===== src/rtl/addsub_pkg.sv =====
// Shared definitions for the add/subtract sequencer: FSM encoding,
// operation-select constants and the default datapath width.
package addsub_pkg;

    localparam int W_DEFAULT = 4;

    localparam logic ADDSUB_OP_ADD = 1'b0;
    localparam logic ADDSUB_OP_SUB = 1'b1;

    typedef enum logic [1:0] {
        ST_IDLE = 2'd0,
        ST_LOAD = 2'd1,
        ST_ITER = 2'd2,
        ST_DONE = 2'd3
    } state_t;

endpackage


===== src/rtl/addsub_sequencer_key_debounce.sv =====
// Pushbutton conditioner: 2-flop synchronizer, stable-level debounce
// counter and a single-cycle press pulse on an accepted high-to-low change.
module key_debounce #(
    parameter int DEBOUNCE_CYCLES = 250000
) (
    input  logic clk,
    input  logic rst_n,
    input  logic key_n,
    output logic press
);

    localparam int CNT_W = $clog2(DEBOUNCE_CYCLES + 1);

    logic             sync1_r;
    logic             sync2_r;
    logic             level_r;
    logic [CNT_W-1:0] cnt_r;
    logic             press_r;

    // Bring the raw key into the clock domain; idle level is released (high).
    always_ff @(posedge clk or negedge rst_n) begin
        if (!rst_n) begin
            sync1_r <= 1'b1;
            sync2_r <= 1'b1;
        end else begin
            sync1_r <= key_n;
            sync2_r <= sync1_r;
        end
    end

    // Accept a new level only after it differs from the debounced level for
    // DEBOUNCE_CYCLES consecutive cycles; pulse once on an accepted press.
    always_ff @(posedge clk or negedge rst_n) begin
        if (!rst_n) begin
            level_r <= 1'b1;
            cnt_r   <= {CNT_W{1'b0}};
            press_r <= 1'b0;
        end else begin
            press_r <= 1'b0;
            if (sync2_r == level_r) begin
                cnt_r <= {CNT_W{1'b0}};
            end else if (cnt_r == CNT_W'(DEBOUNCE_CYCLES - 1)) begin
                level_r <= sync2_r;
                cnt_r   <= {CNT_W{1'b0}};
                press_r <= ~sync2_r;
            end else begin
                cnt_r <= cnt_r + {{(CNT_W-1){1'b0}}, 1'b1};
            end
        end
    end

    assign press = press_r;

endmodule


===== src/rtl/addsub_sequencer.sv =====
// Switch-driven add/subtract sequencer: debounced OP/GO keys, operand latch,
// iterative XOR/AND/shift carry-propagate adder and registered result/overflow.
module addsub_sequencer
    import addsub_pkg::*;
#(
    parameter int W               = W_DEFAULT,
    parameter int DEBOUNCE_CYCLES = 250000
) (
    input  logic         CLK,
    input  logic         RST_N,
    input  logic [W-1:0] X,
    input  logic [W-1:0] Y,
    input  logic         MODE,
    input  logic         KEY_OP_N,
    input  logic         KEY_GO_N,
    output logic [W-1:0] RESULT,
    output logic         OVF,
    output logic         OP_SUB,
    output logic         BUSY,
    output logic         DONE
);

    state_t       state_r;
    logic [W-1:0] x_r;
    logic [W-1:0] y_r;
    logic         op_r;
    logic         mode_r;
    logic [W:0]   acc_r;
    logic [W:0]   b_r;
    logic [W-1:0] result_r;
    logic         ovf_r;
    logic         op_sub_r;
    logic         busy_r;
    logic         done_r;

    logic         op_press_s;
    logic         go_press_s;
    logic [W-1:0] carry_s;
    logic [W:0]   sum_s;
    logic [W:0]   acc_next_s;
    logic [W:0]   b_next_s;
    logic         ovf_s;

    key_debounce #(.DEBOUNCE_CYCLES(DEBOUNCE_CYCLES)) u_key_op (
        .clk   (CLK),
        .rst_n (RST_N),
        .key_n (KEY_OP_N),
        .press (op_press_s)
    );

    key_debounce #(.DEBOUNCE_CYCLES(DEBOUNCE_CYCLES)) u_key_go (
        .clk   (CLK),
        .rst_n (RST_N),
        .key_n (KEY_GO_N),
        .press (go_press_s)
    );

    // One carry-propagate step; the carry leaving bit W-1 folds into acc[W].
    assign carry_s    = acc_r[W-1:0] & b_r[W-1:0];
    assign sum_s      = acc_r ^ b_r;
    assign acc_next_s = {sum_s[W] | carry_s[W-1], sum_s[W-1:0]};
    assign b_next_s   = {1'b0, carry_s[W-2:0], 1'b0};

    // Overflow for the latched operation, evaluated on the final accumulator.
    always_comb begin
        ovf_s = 1'b0;
        case ({mode_r, op_r})
            {1'b0, ADDSUB_OP_ADD}: ovf_s = acc_r[W];
            {1'b0, ADDSUB_OP_SUB}: ovf_s = (x_r < y_r);
            {1'b1, ADDSUB_OP_ADD}: ovf_s = (x_r[W-1] == y_r[W-1]) && (acc_r[W-1] != x_r[W-1]);
            {1'b1, ADDSUB_OP_SUB}: ovf_s = (x_r[W-1] != y_r[W-1]) && (acc_r[W-1] != x_r[W-1]);
            default:               ovf_s = 1'b0;
        endcase
    end

    // Sequencer FSM with operand latch, iteration datapath and registered outputs.
    always_ff @(posedge CLK or negedge RST_N) begin
        if (!RST_N) begin
            state_r  <= ST_IDLE;
            x_r      <= {W{1'b0}};
            y_r      <= {W{1'b0}};
            op_r     <= ADDSUB_OP_ADD;
            mode_r   <= 1'b0;
            acc_r    <= {(W+1){1'b0}};
            b_r      <= {(W+1){1'b0}};
            result_r <= {W{1'b0}};
            ovf_r    <= 1'b0;
            op_sub_r <= ADDSUB_OP_ADD;
            busy_r   <= 1'b0;
            done_r   <= 1'b0;
        end else begin
            // The toggle lands one cycle before LOAD samples it, so a
            // simultaneous OP+GO runs with the new operation.
            if (op_press_s) begin
                op_sub_r <= ~op_sub_r;
            end
            case (state_r)
                ST_IDLE: begin
                    done_r <= 1'b0;
                    if (go_press_s) begin
                        state_r <= ST_LOAD;
                        busy_r  <= 1'b1;
                    end
                end
                ST_LOAD: begin
                    x_r    <= X;
                    y_r    <= Y;
                    op_r   <= op_sub_r;
                    mode_r <= MODE;
                    acc_r  <= {1'b0, X};
                    if (op_sub_r == ADDSUB_OP_SUB) begin
                        b_r <= {1'b0, ~Y} + {{W{1'b0}}, 1'b1};
                    end else begin
                        b_r <= {1'b0, Y};
                    end
                    state_r <= ST_ITER;
                end
                ST_ITER: begin
                    if (b_r[W-1:0] == {W{1'b0}}) begin
                        result_r <= ovf_s ? {W{1'b1}} : acc_r[W-1:0];
                        ovf_r    <= ovf_s;
                        done_r   <= 1'b1;
                        busy_r   <= 1'b0;
                        state_r  <= ST_DONE;
                    end else begin
                        acc_r <= acc_next_s;
                        b_r   <= b_next_s;
                    end
                end
                ST_DONE: begin
                    done_r  <= 1'b0;
                    state_r <= ST_IDLE;
                end
                default: begin
                    done_r  <= 1'b0;
                    busy_r  <= 1'b0;
                    state_r <= ST_IDLE;
                end
            endcase
        end
    end

    assign RESULT = result_r;
    assign OVF    = ovf_r;
    assign OP_SUB = op_sub_r;
    assign BUSY   = busy_r;
    assign DONE   = done_r;

endmodule

===== config.mk =====
export PLATFORM = sky130hd
export DESIGN_NAME = addsub_sequencer
export DESIGN_NICKNAME = d
export VERILOG_FILES = /design/src/rtl/addsub_pkg.sv /design/src/rtl/addsub_sequencer_key_debounce.sv /design/src/rtl/addsub_sequencer.sv
export SDC_FILE = /design/constraint.sdc
export NUM_CORES = 1
export LEC_CHECK = 0
export ABC_CLOCK_PERIOD_IN_PS = 2910
export BUFFER_PORTS_ARGS = -buffer_cell sky130_fd_sc_hd__buf_2
export CAP_MARGIN = 25
export CORE_ASPECT_RATIO = 0.6
export CORE_MARGIN = 2
export CORE_UTILIZATION = 60
export DETAILED_ROUTE_END_ITERATION = 8
export HOLD_SLACK_MARGIN = 0.03
export PLACE_DENSITY = 0.85
export RECOVER_POWER = 50
export SLEW_MARGIN = 20
export SYNTH_ARGS = -nofsm -noshare
export SYNTH_HDL_FRONTEND = slang
export SYNTH_SLANG_ARGS = --single-unit
export TNS_END_PERCENT = 5

===== constraint.sdc =====
create_clock -name CLK -period 2.91 [get_ports CLK]
set_input_delay 0.291 -clock CLK [delete_from_list [all_inputs] [get_ports CLK]]
set_output_delay 0.291 -clock CLK [all_outputs]
set_load 0.01 [all_outputs]

# [Yosys cells after proc, flatten, opt, wreduce, memory -nomap -nowiden]
# Cells that the tools add are included.
[op_classes] n_reduce_logical=16 eq_ne=16 n_bitwise=9 n_mux=23 n_lt_le_gt_ge=1 add_sub_neg=3
[op_table] operator="2-to-1 mux 18 bit" n=4
[op_table] operator="adder 18 x 1 -> 18 bit (second input constant)" n=2
[op_table] operator="== test 18 bit (second input constant)" n=2
[op_table] operator="case mux 5 bit (2 select lines)" n=2
[op_table] operator="2-to-1 mux 5 bit" n=3
[op_table] operator="AND reduction 2 bit" n=6
[op_table] operator="== test 2 bit (second input constant)" n=4
[op_table] operator="case mux 2 bit (4 select lines)" n=1
[op_table] operator="2-to-1 mux 1 bit" n=7
[op_table] operator="nonzero test 2 bit" n=3
[op_table] operator="adder 4 x 1 -> 5 bit (second input constant)" n=1
[op_table] operator="inverter 1 bit" n=5
[op_table] operator="bitwise XOR 5 bit" n=1
[op_table] operator="bitwise AND 4 bit" n=1
[op_table] operator="== test 2 x 1 -> 1 bit (second input constant)" n=2
[op_table] operator="zero test 2 bit" n=2
[op_table] operator="zero test 4 bit" n=1
[op_table] operator="less-than comparator 4 bit" n=1
[op_table] operator="2-to-1 mux 2 bit" n=2
[op_table] operator="2-to-1 mux 4 bit" n=1
[op_table] operator="!= test 2 bit (second input constant)" n=2
[op_table] operator="inverter 4 bit" n=1
[op_table] operator="case mux 1 bit (2 select lines)" n=2
[op_table] operator="case mux 1 bit (4 select lines)" n=1
[op_table] operator="7 further kinds" n=11
[totals] out_inout_bits=8 regBits=74 input_bits=13 elab_cells=90

# [Longest topological paths before layout]
# Gate-level depths: netlist (run 1).
[logic_depth] depth_word=4 mapped_depth=8

# [By module]
# Synthesis (run 1) repeated with hierarchy kept, for this count alone.
[unflattened] hier_cells=350 area_unflattened_um2=3666.0
[by_module_without_submodules] module="key_debounce" cells_each=100 area_per_inst_um2=1059.8 n_inst=2
[by_module_without_submodules] module="addsub_sequencer" cells_each=150 area_per_inst_um2=1546.5 n_inst=1

# [Worst setup path before layout (run 1)]
# Ideal clock, no wire load.
[synth_timing] kind="register -> register" from="register state_r[1]" to="register b_r[1]" path_buffers=2 path_slack_ns=1.088 t_arrival_ns=1.695 required_ns=2.782 setup_time_ns=0.128 path_stages_with_launch=8 path_cell_list="dfrtp_1 inv_1 ha_1 clkbuf_1 nand2b_1 nand2b_1 clkbuf_1 mux2_1"
[synth_via] elab_chain_cells=3 word_cells_on_any_way=6
[synth_rtl] element="start, declared" line="addsub_sequencer.sv:23" text="state_t state_r;"
[synth_rtl] element="start signal, assigned" line="addsub_sequencer.sv:79" text="state_r <= ST_IDLE;"
[synth_rtl] element="start signal, assigned" line="addsub_sequencer.sv:101" text="state_r <= ST_LOAD;"
[synth_rtl] element="start signal, assigned" line="addsub_sequencer.sv:116" text="state_r <= ST_ITER;"
[synth_rtl] element="== test 2 bit or == test 2 x 1 -> 1 bit (tied branches)" line="addsub_sequencer.sv:97" text="case (state_r)"
[synth_rtl] element="!= test 2 bit (no line) or nonzero test 2 bit (tied branches)"
[synth_rtl] element="AND reduction 2 bit (no line)"
[synth_rtl] element="end signal, assigned" line="addsub_sequencer.sv:112" text="b_r <= {1'b0, ~Y} + {{W{1'b0}}, 1'b1};"
[synth_rtl] element="end signal, assigned" line="addsub_sequencer.sv:114" text="b_r <= {1'b0, Y};"
[synth_rtl] element="end signal, assigned" line="addsub_sequencer.sv:127" text="b_r <= b_next_s;"
[synth_rtl] element="end, declared" line="addsub_sequencer.sv:29" text="logic [W:0] b_r;"
# Several ways; a longest one is shown, not always the timed one.
# A chain may end at the register's enable or synchronous reset.

# [Worst setup path after layout (run 1)]
[layout_timing] from="register u_key_go.cnt_r[0]" to="register u_key_go.cnt_r[3]"
[layout_via] elab_chain_cells=3 word_cells_on_any_way=4
[layout_rtl] element="start, declared" line="addsub_sequencer_key_debounce.sv:17" text="logic [CNT_W-1:0] cnt_r;"
[layout_rtl] element="start signal, assigned" line="addsub_sequencer_key_debounce.sv:36" text="cnt_r <= {CNT_W{1'b0}};"
[layout_rtl] element="start signal, assigned" line="addsub_sequencer_key_debounce.sv:41" text="cnt_r <= {CNT_W{1'b0}};"
[layout_rtl] element="start signal, assigned" line="addsub_sequencer_key_debounce.sv:44" text="cnt_r <= {CNT_W{1'b0}};"
[layout_rtl] element="adder 18 x 1 -> 18 bit or == test 18 bit (tied branches)" line="addsub_sequencer_key_debounce.sv:47, addsub_sequencer_key_debounce.sv:42"
[layout_rtl] element="2-to-1 mux 18 bit *" line="addsub_sequencer_key_debounce.sv:42" text="end else if (cnt_r == CNT_W'(DEBOUNCE_CYCLES - 1)) begin"
[layout_rtl] element="2-to-1 mux 18 bit *" line="addsub_sequencer_key_debounce.sv:40" text="if (sync2_r == level_r) begin"
# Mark *: on every way between the ends. The rest lies on a longest branch, timed or not.

==> results.md, run 1 <==
* Status: finished clean
* Slew headroom at 6.36%
* Flop pwr share at 51.6%
* Total Routing Usage GR at 23.7%
* Ant diodes at 0
* Ys async rst share at 100%
* Residual DRC count at 0
* Switching pwr at 413 uW
* Total wire length at 6960 um
* Slowest CP cell: o41ai_4
* Peak Freq at 477 MHz
* Worst-Margin Slew at 1400 ps
* Final #Nets at 393
* PortBufs at 20
* Maximum vdd drop at 0.000317 V
* Static Leakage at 1.74 nW
* Setup TNS at 0 ps
* CP arrival at 2280 ps
* Final setup violation count at 0
* Clock tree root buffer cell: clkbuf_8
* I/O pin count at 21
* Layout area overhead at 12.3%
* Post-route cell area at 4020 um^2
* Worst-Skew Late Latency at 340 ps
* Vias in the first global route at 2561
* Most frequent cells in the layout: dfrtp_1, nor2_1, nand2_1, xnor2_1
* Synthesis Warnings at 0
* Slowest cell delay on critical path at 910 ps
* Hold WC Path Type: in2reg
* Tcrit/Tclk final at 72.0%
* Buf/Inv on CP at 0
* Num CTS Buffers at 9
* Postcts setup bufs at 0
* Family with the most delay on the worst path: compound AO/OA/AOI/OAI gates
* H-tree depth at 3
* Worst-path cell chain: ha_1 > nand3_1 > o41ai_4 > nor2_1
* Die Ht at 63.8 um
* Clk sinks at 74
* Commonest non-fill, non-tap cell in the layout: dfrtp_1
* Clk buf depth at 2
* Horiz. Die Dim at 104 um
* Minimum clock period at 2100 ps
* EDFF count, synth at 0
* TritonCTS clock tree: yes
* Slew Limit Fails at 0
* First-pass GRT wire length at 12300 um
* Combinational share of power at 3.1%
* RSZ-0062 raised after global routing: no
* Worst Setup Start Kind: flop
* Routability cong. at 0.911
* Post-Syn Area per Cell at 10.6 um^2
* Core ar. at 5680 um^2
* Synth Net Count at 363
* Layout cells sized above 1 at 12.7%
* Synthesized netlist cell count at 336
* CP Capture Type: flop
* Area post-placement at 3770 um^2
* Post-Syn Area at 3580 um^2
* Top FF cell, synth: dfrtp_1
* DR WL/cell at 15.4 um
* Synthesized flop and latch total at 74
* Worst-path clk slew at 70 ps
* Pint at 1.62 mW
* Sw Share at 20.3%
* Core Util, Final at 70.7%
* Crit path kind: reg2reg
* Clk network pwr share at 45.3%
* Worst endpoint required time at 3100 ps
* Rows at 21
* Routed Antenna Nets at 0
* Worst-path maximum fanout at 17
* Final hold vios at 0
* Vias per inst at 5.74
* DP HPWL at 4940 um
* Clk_skew at 11.8 ps
* Post-synth cell types at 47
* Via Count at 2587
* Die Footprint at 6610 um^2
* Sequential fraction of the synthesis area at 52.0%
* Initial core utilization at 63.0%
* TritonRoute pass-1 iters at 4
* Pwr dens at 506 nW/um^2
* Initial drt markers at 153
* Antenna violations before repair at 0
* Max cap viols at 0
* Largest net degree at the start of global routing at 28
* Grt ovf at 0
path summary, 6_finish.rpt:
| kind | startpoint | end | slack, ps | depth (start not counted) |
|---|---|---|---|---|
| setup / recovery | u_key_go.cnt_r[0] | u_key_go.cnt_r[3] | 810 | 4 |
| hold / removal | KEY_OP_N | u_key_op.sync1_r | 50 | 1 |
| setup reg to reg | u_key_go.cnt_r[0] | u_key_go.cnt_r[3] | 810 | 4 |
| hold reg to reg | u_key_op.sync1_r | u_key_op.sync2_r | 360 | 0 |
| max in group asynchronous | RST_N | u_key_op.cnt_r[3] | 830 | 3 |
| min in group asynchronous | RST_N | RESULT[2] | 790 | 2 |
metal layers:
| layer | global-route usage (%) | vias to the layer above | part of all wire (%) | wire length (um) |
|---|---|---|---|---|
| met5 | 0 | - | 0 | 0 |
| met4 | 6.93 | 0 | 1.1 | 78 |
| met3 | 5.71 | 10 | 6.2 | 429 |
| met2 | 34.2 | 69 | 43 | 3020 |
| met1 | 36.0 | 1267 | 49 | 3430 |
| li1 | - | 1241 | - | - |
synth_stat cells (all sizes together) (4+ instances only):
cell type	number	area (um^2)
xor2	15	131
dfrtp	68	1700
inv	13	48.8
nor3	4	20.0
nand2b	5	31.3
nand3	13	65.1
nor4	12	75.1
dfstp	6	158
xnor2	19	166
mux2i	7	70.1
nand2	22	82.6
nor2	46	173
buf	4	21.3
a21oi	15	75.1
nand4	12	75.1
o21ai	14	70.1
mux2	10	116
ha	14	175
metrics by stage:
stage / cells / hold slack, ps / worst slack [ps] / total power [mW]
after global routing: 451 / 31.6 / 424 / 2.10
after CTS: 450 / 36.4 / 803 / 2.04
after global placement: 433 / 327 / 843 / 1.13
final: 451 / 53.1 / 815 / 2.03
after detailed placement: 433 / 331 / 814 / 1.13
after floorplan: 336 / -4.59 / 1090 / 1.09
power groups by stage:
stage	Clock, mW	Combinational (mW)	Sequential [mW]
floorplan	0	0.0247	1.07
global placement	0	0.0606	1.07
detailed placement	0	0.0621	1.07
CTS	0.930	0.0639	1.05
global route	0.983	0.0720	1.05
finish	0.920	0.0620	1.05
registers in the layout, summed over array words and instances (netlist names), 2 cells and up:
name,flops
b_r,5
u_key_go.cnt_r,18
acc_r,5
u_key_op.cnt_r,18
y_r,4
state_r,2
RESULT,4
x_r,4
layout make-up:
type                       instances  area, um^2
timing repair buffer              26         134
clock buffer                      13         169
multi-input combinational        242        1640
inverter                          13        48.8
fill                             415        1660
sequential                        74        1860
clock inverter                     3        68.8
tap                               80         100
logic make-up after synthesis:
| logic type | share of synthesized area, % |
|---|---|
| and+or+nand+nor | 19.1 |
| DFF | 52.0 |
| AOI/OAI and AO/OA | 8.15 |
| xor gates and xnor gates | 8.33 |
| buffers and inverters | 2.27 |
| muxes | 5.21 |
| adders and majority gates | 4.90 |
timing repair:
item	4_1_cts	5_1_grt
gates resized for setup	0	0
hold endpoints to repair	24	1
hold buffers	1	1
No activity file was read; power rests on OpenSTA's default activity.
==> run 2: changes to the inputs <==
--- a/config.mk
+++ b/config.mk
@@ -5,7 +5,7 @@
 export SDC_FILE = /design/constraint.sdc
 export NUM_CORES = 1
 export LEC_CHECK = 0
-export ABC_CLOCK_PERIOD_IN_PS = 2910
+export ABC_CLOCK_PERIOD_IN_PS = 2000
 export BUFFER_PORTS_ARGS = -buffer_cell sky130_fd_sc_hd__buf_2
 export CAP_MARGIN = 25
 export CORE_ASPECT_RATIO = 0.6
==> constraint.sdc (replaced) <==
create_clock -name CLK -period 2 [get_ports CLK]
set_input_delay 0.2 -clock CLK [delete_from_list [all_inputs] [get_ports CLK]]
set_output_delay 0.2 -clock CLK [all_outputs]
set_load 0.01 [all_outputs]
==> run 2 against run 1 <==
  * Cell area grew 1.4%
  * Combinational power grew 65%
  * First-iteration DRC count grew 10%
  * Clock-buffer cell count shrank 3
  * Largest power group unchanged
  * Highest routed layer unchanged
  * Clock skew shrank 3.2 ps
  * Largest cell class unchanged
  * Worst setup slack lost 710 ps
  * Via count grew 2.8%
  * Non-clock buffer count grew 11
  * Sequential cell count is the same
  * Register-to-register slack lost 710 ps
  * Clock power grew 21%
  * Power grew 35%
==> results.md, run 2 (synthesized netlist as in run 1, its figures left out) <==
* CP Capture Type: flop
* Tcrit/Tclk final at 94.8%
* Vias per inst at 5.76
* Slowest CP cell: or4_1
* CP arrival at 2160 ps
* Reg2reg start: u_key_op.cnt_r[10]
* Clock tree root buffer cell: clkbuf_8
* Ant diodes at 0
* TritonRoute pass-1 iters at 6
* Post-Layout Cell Count at 462
* Vias in the first global route at 2694
* Worst-Margin Slew at 761 ps
* RSZ-0062 raised after global routing: no
* Initial core utilization at 63.0%
* DP HPWL at 5390 um
* Total wire length at 7190 um
* Worst setup path startpoint: u_key_op.cnt_r[10]
* Slew headroom at 49.2%
* Commonest non-fill, non-tap cell in the layout: dfrtp_1
* Most frequent cells in the layout: dfrtp_1, nor2_1, nand2_1, xnor2_1
* Pwr dens at 673 nW/um^2
* Routed Antenna Nets at 0
* Setup WS pre-CTS at 124 ps
* Fill cells at 421
* Min-delay src: MODE
* Max cap viols at 0
* Final #Nets at 404
* Slowest cell delay on critical path at 500 ps
* Worst-path maximum fanout at 5
* Residual DRC count at 0
* Antenna violations before repair at 0
* Crit path kind: reg2reg
* Postcts setup bufs at 0
* Final hold vios at 0
* Area post-placement at 3860 um^2
* Family with the most delay on the worst path: simple AND/OR/NAND/NOR gates
* Layout area overhead at 13.9%
* Slew Limit Fails at 0
* H-tree depth at 3
* Setup ws final at 105 ps
* Layout cells sized above 1 at 15.2%
* Minimum clock period at 1900 ps
* Core ar. at 5680 um^2
* Static Leakage at 1.77 nW
* Largest net degree at the start of global routing at 34
* DR WL/cell at 15.6 um
* Total Routing Usage GR at 24.7%
* First-pass GRT wire length at 12800 um
* Worst endpoint required time at 2270 ps
* TritonCTS clock tree: yes
* Initial drt markers at 169
* I/O pin count at 21
* Routability cong. at 0.846
* Maximum vdd drop at 0.000571 V
* Core Util, Final at 71.8%
* Worst-path clk slew at 70 ps
* Status: finished clean
* Clk buf depth at 2
* Worst-Skew Late Latency at 340 ps
* Worst-path cell chain: nor4_1 > nand2_1 > or4_1 > mux2_1
* Dpl cells at 443
* Clk sinks at 74
* Grt ovf at 0
* Clk_skew at 8.65 ps
* Setup TNS at 0 ps
* PortBufs at 20
* Horiz. Die Dim at 104 um
* Buf/Inv on CP at 0
* Top Registers: u_key_go.cnt_r x18, u_key_op.cnt_r x18
* Die Ht at 63.8 um
* Peak Freq at 528 MHz
* Num CTS Buffers at 9
* Rows at 21
* Resize count post-CTS at 0
* Die Footprint at 6610 um^2
* Post-route cell area at 4070 um^2
* Worst Setup Start Kind: flop
* Hold WC Path Type: in2reg
* Final setup violation count at 0
* Via Count at 2660
==> run 2: worst paths after layout <==
| path | endpoint | slack (ps) | cells after the start |
|---|---|---|---|
| min in group asynchronous | RESULT[2] | 440 | 2 |
| hold reg to reg | u_key_go.sync2_r | 360 | 0 |
| setup reg to reg | u_key_op.level_r | 100 | 4 |
| hold / removal | mode_r | 100 | 2 |
| setup / recovery | u_key_op.level_r | 100 | 4 |
| max in group asynchronous | u_key_go.cnt_r[8] | 440 | 3 |
==> run 2: layout make-up <==
type | count | area [um^2] | area share, %
Clock buffer | 10 | 128 | 3.13
Clock inverter | 6 | 66.3 | 1.63
Inverter | 13 | 48.8 | 1.20
Multi-Input combinational cell | 242 | 1640 | 40.2
Sequential cell | 74 | 1860 | 45.7
Tap cell | 80 | 100 | 2.46
Timing Repair Buffer | 37 | 235 | 5.78
==> run 2: metal layers <==
layer	track usage, %	up-vias	routed length, um
met5	0	-	0
met4	5.24	0	28
met3	8.57	8	491
met2	38.8	90	3230
met1	33.9	1294	3440
li1	-	1268	-
==> run 2: stage by stage <==
stage	power, mW	hold WS [ps]
final	2.74	98.3
after global routing	2.87	81.9
after CTS	2.78	75.5
after detailed placement	1.66	254
after global placement	1.65	243
after floorplan	1.59	-95.6
==> run 2: power breakdown <==
group	internal [mW]	total, mW	switching (mW)	leakage, nW
clock network	0.578	1.11	0.536	0.0889
logic	0.0399	0.102	0.0625	0.733
registers	1.51	1.53	0.0141	0.945
==> run 2: timing repair <==
action                                 CTS  global route
setup endpoints to repair                0             0
hold buffers                             3             0
endpoints found under the hold margin   25             0
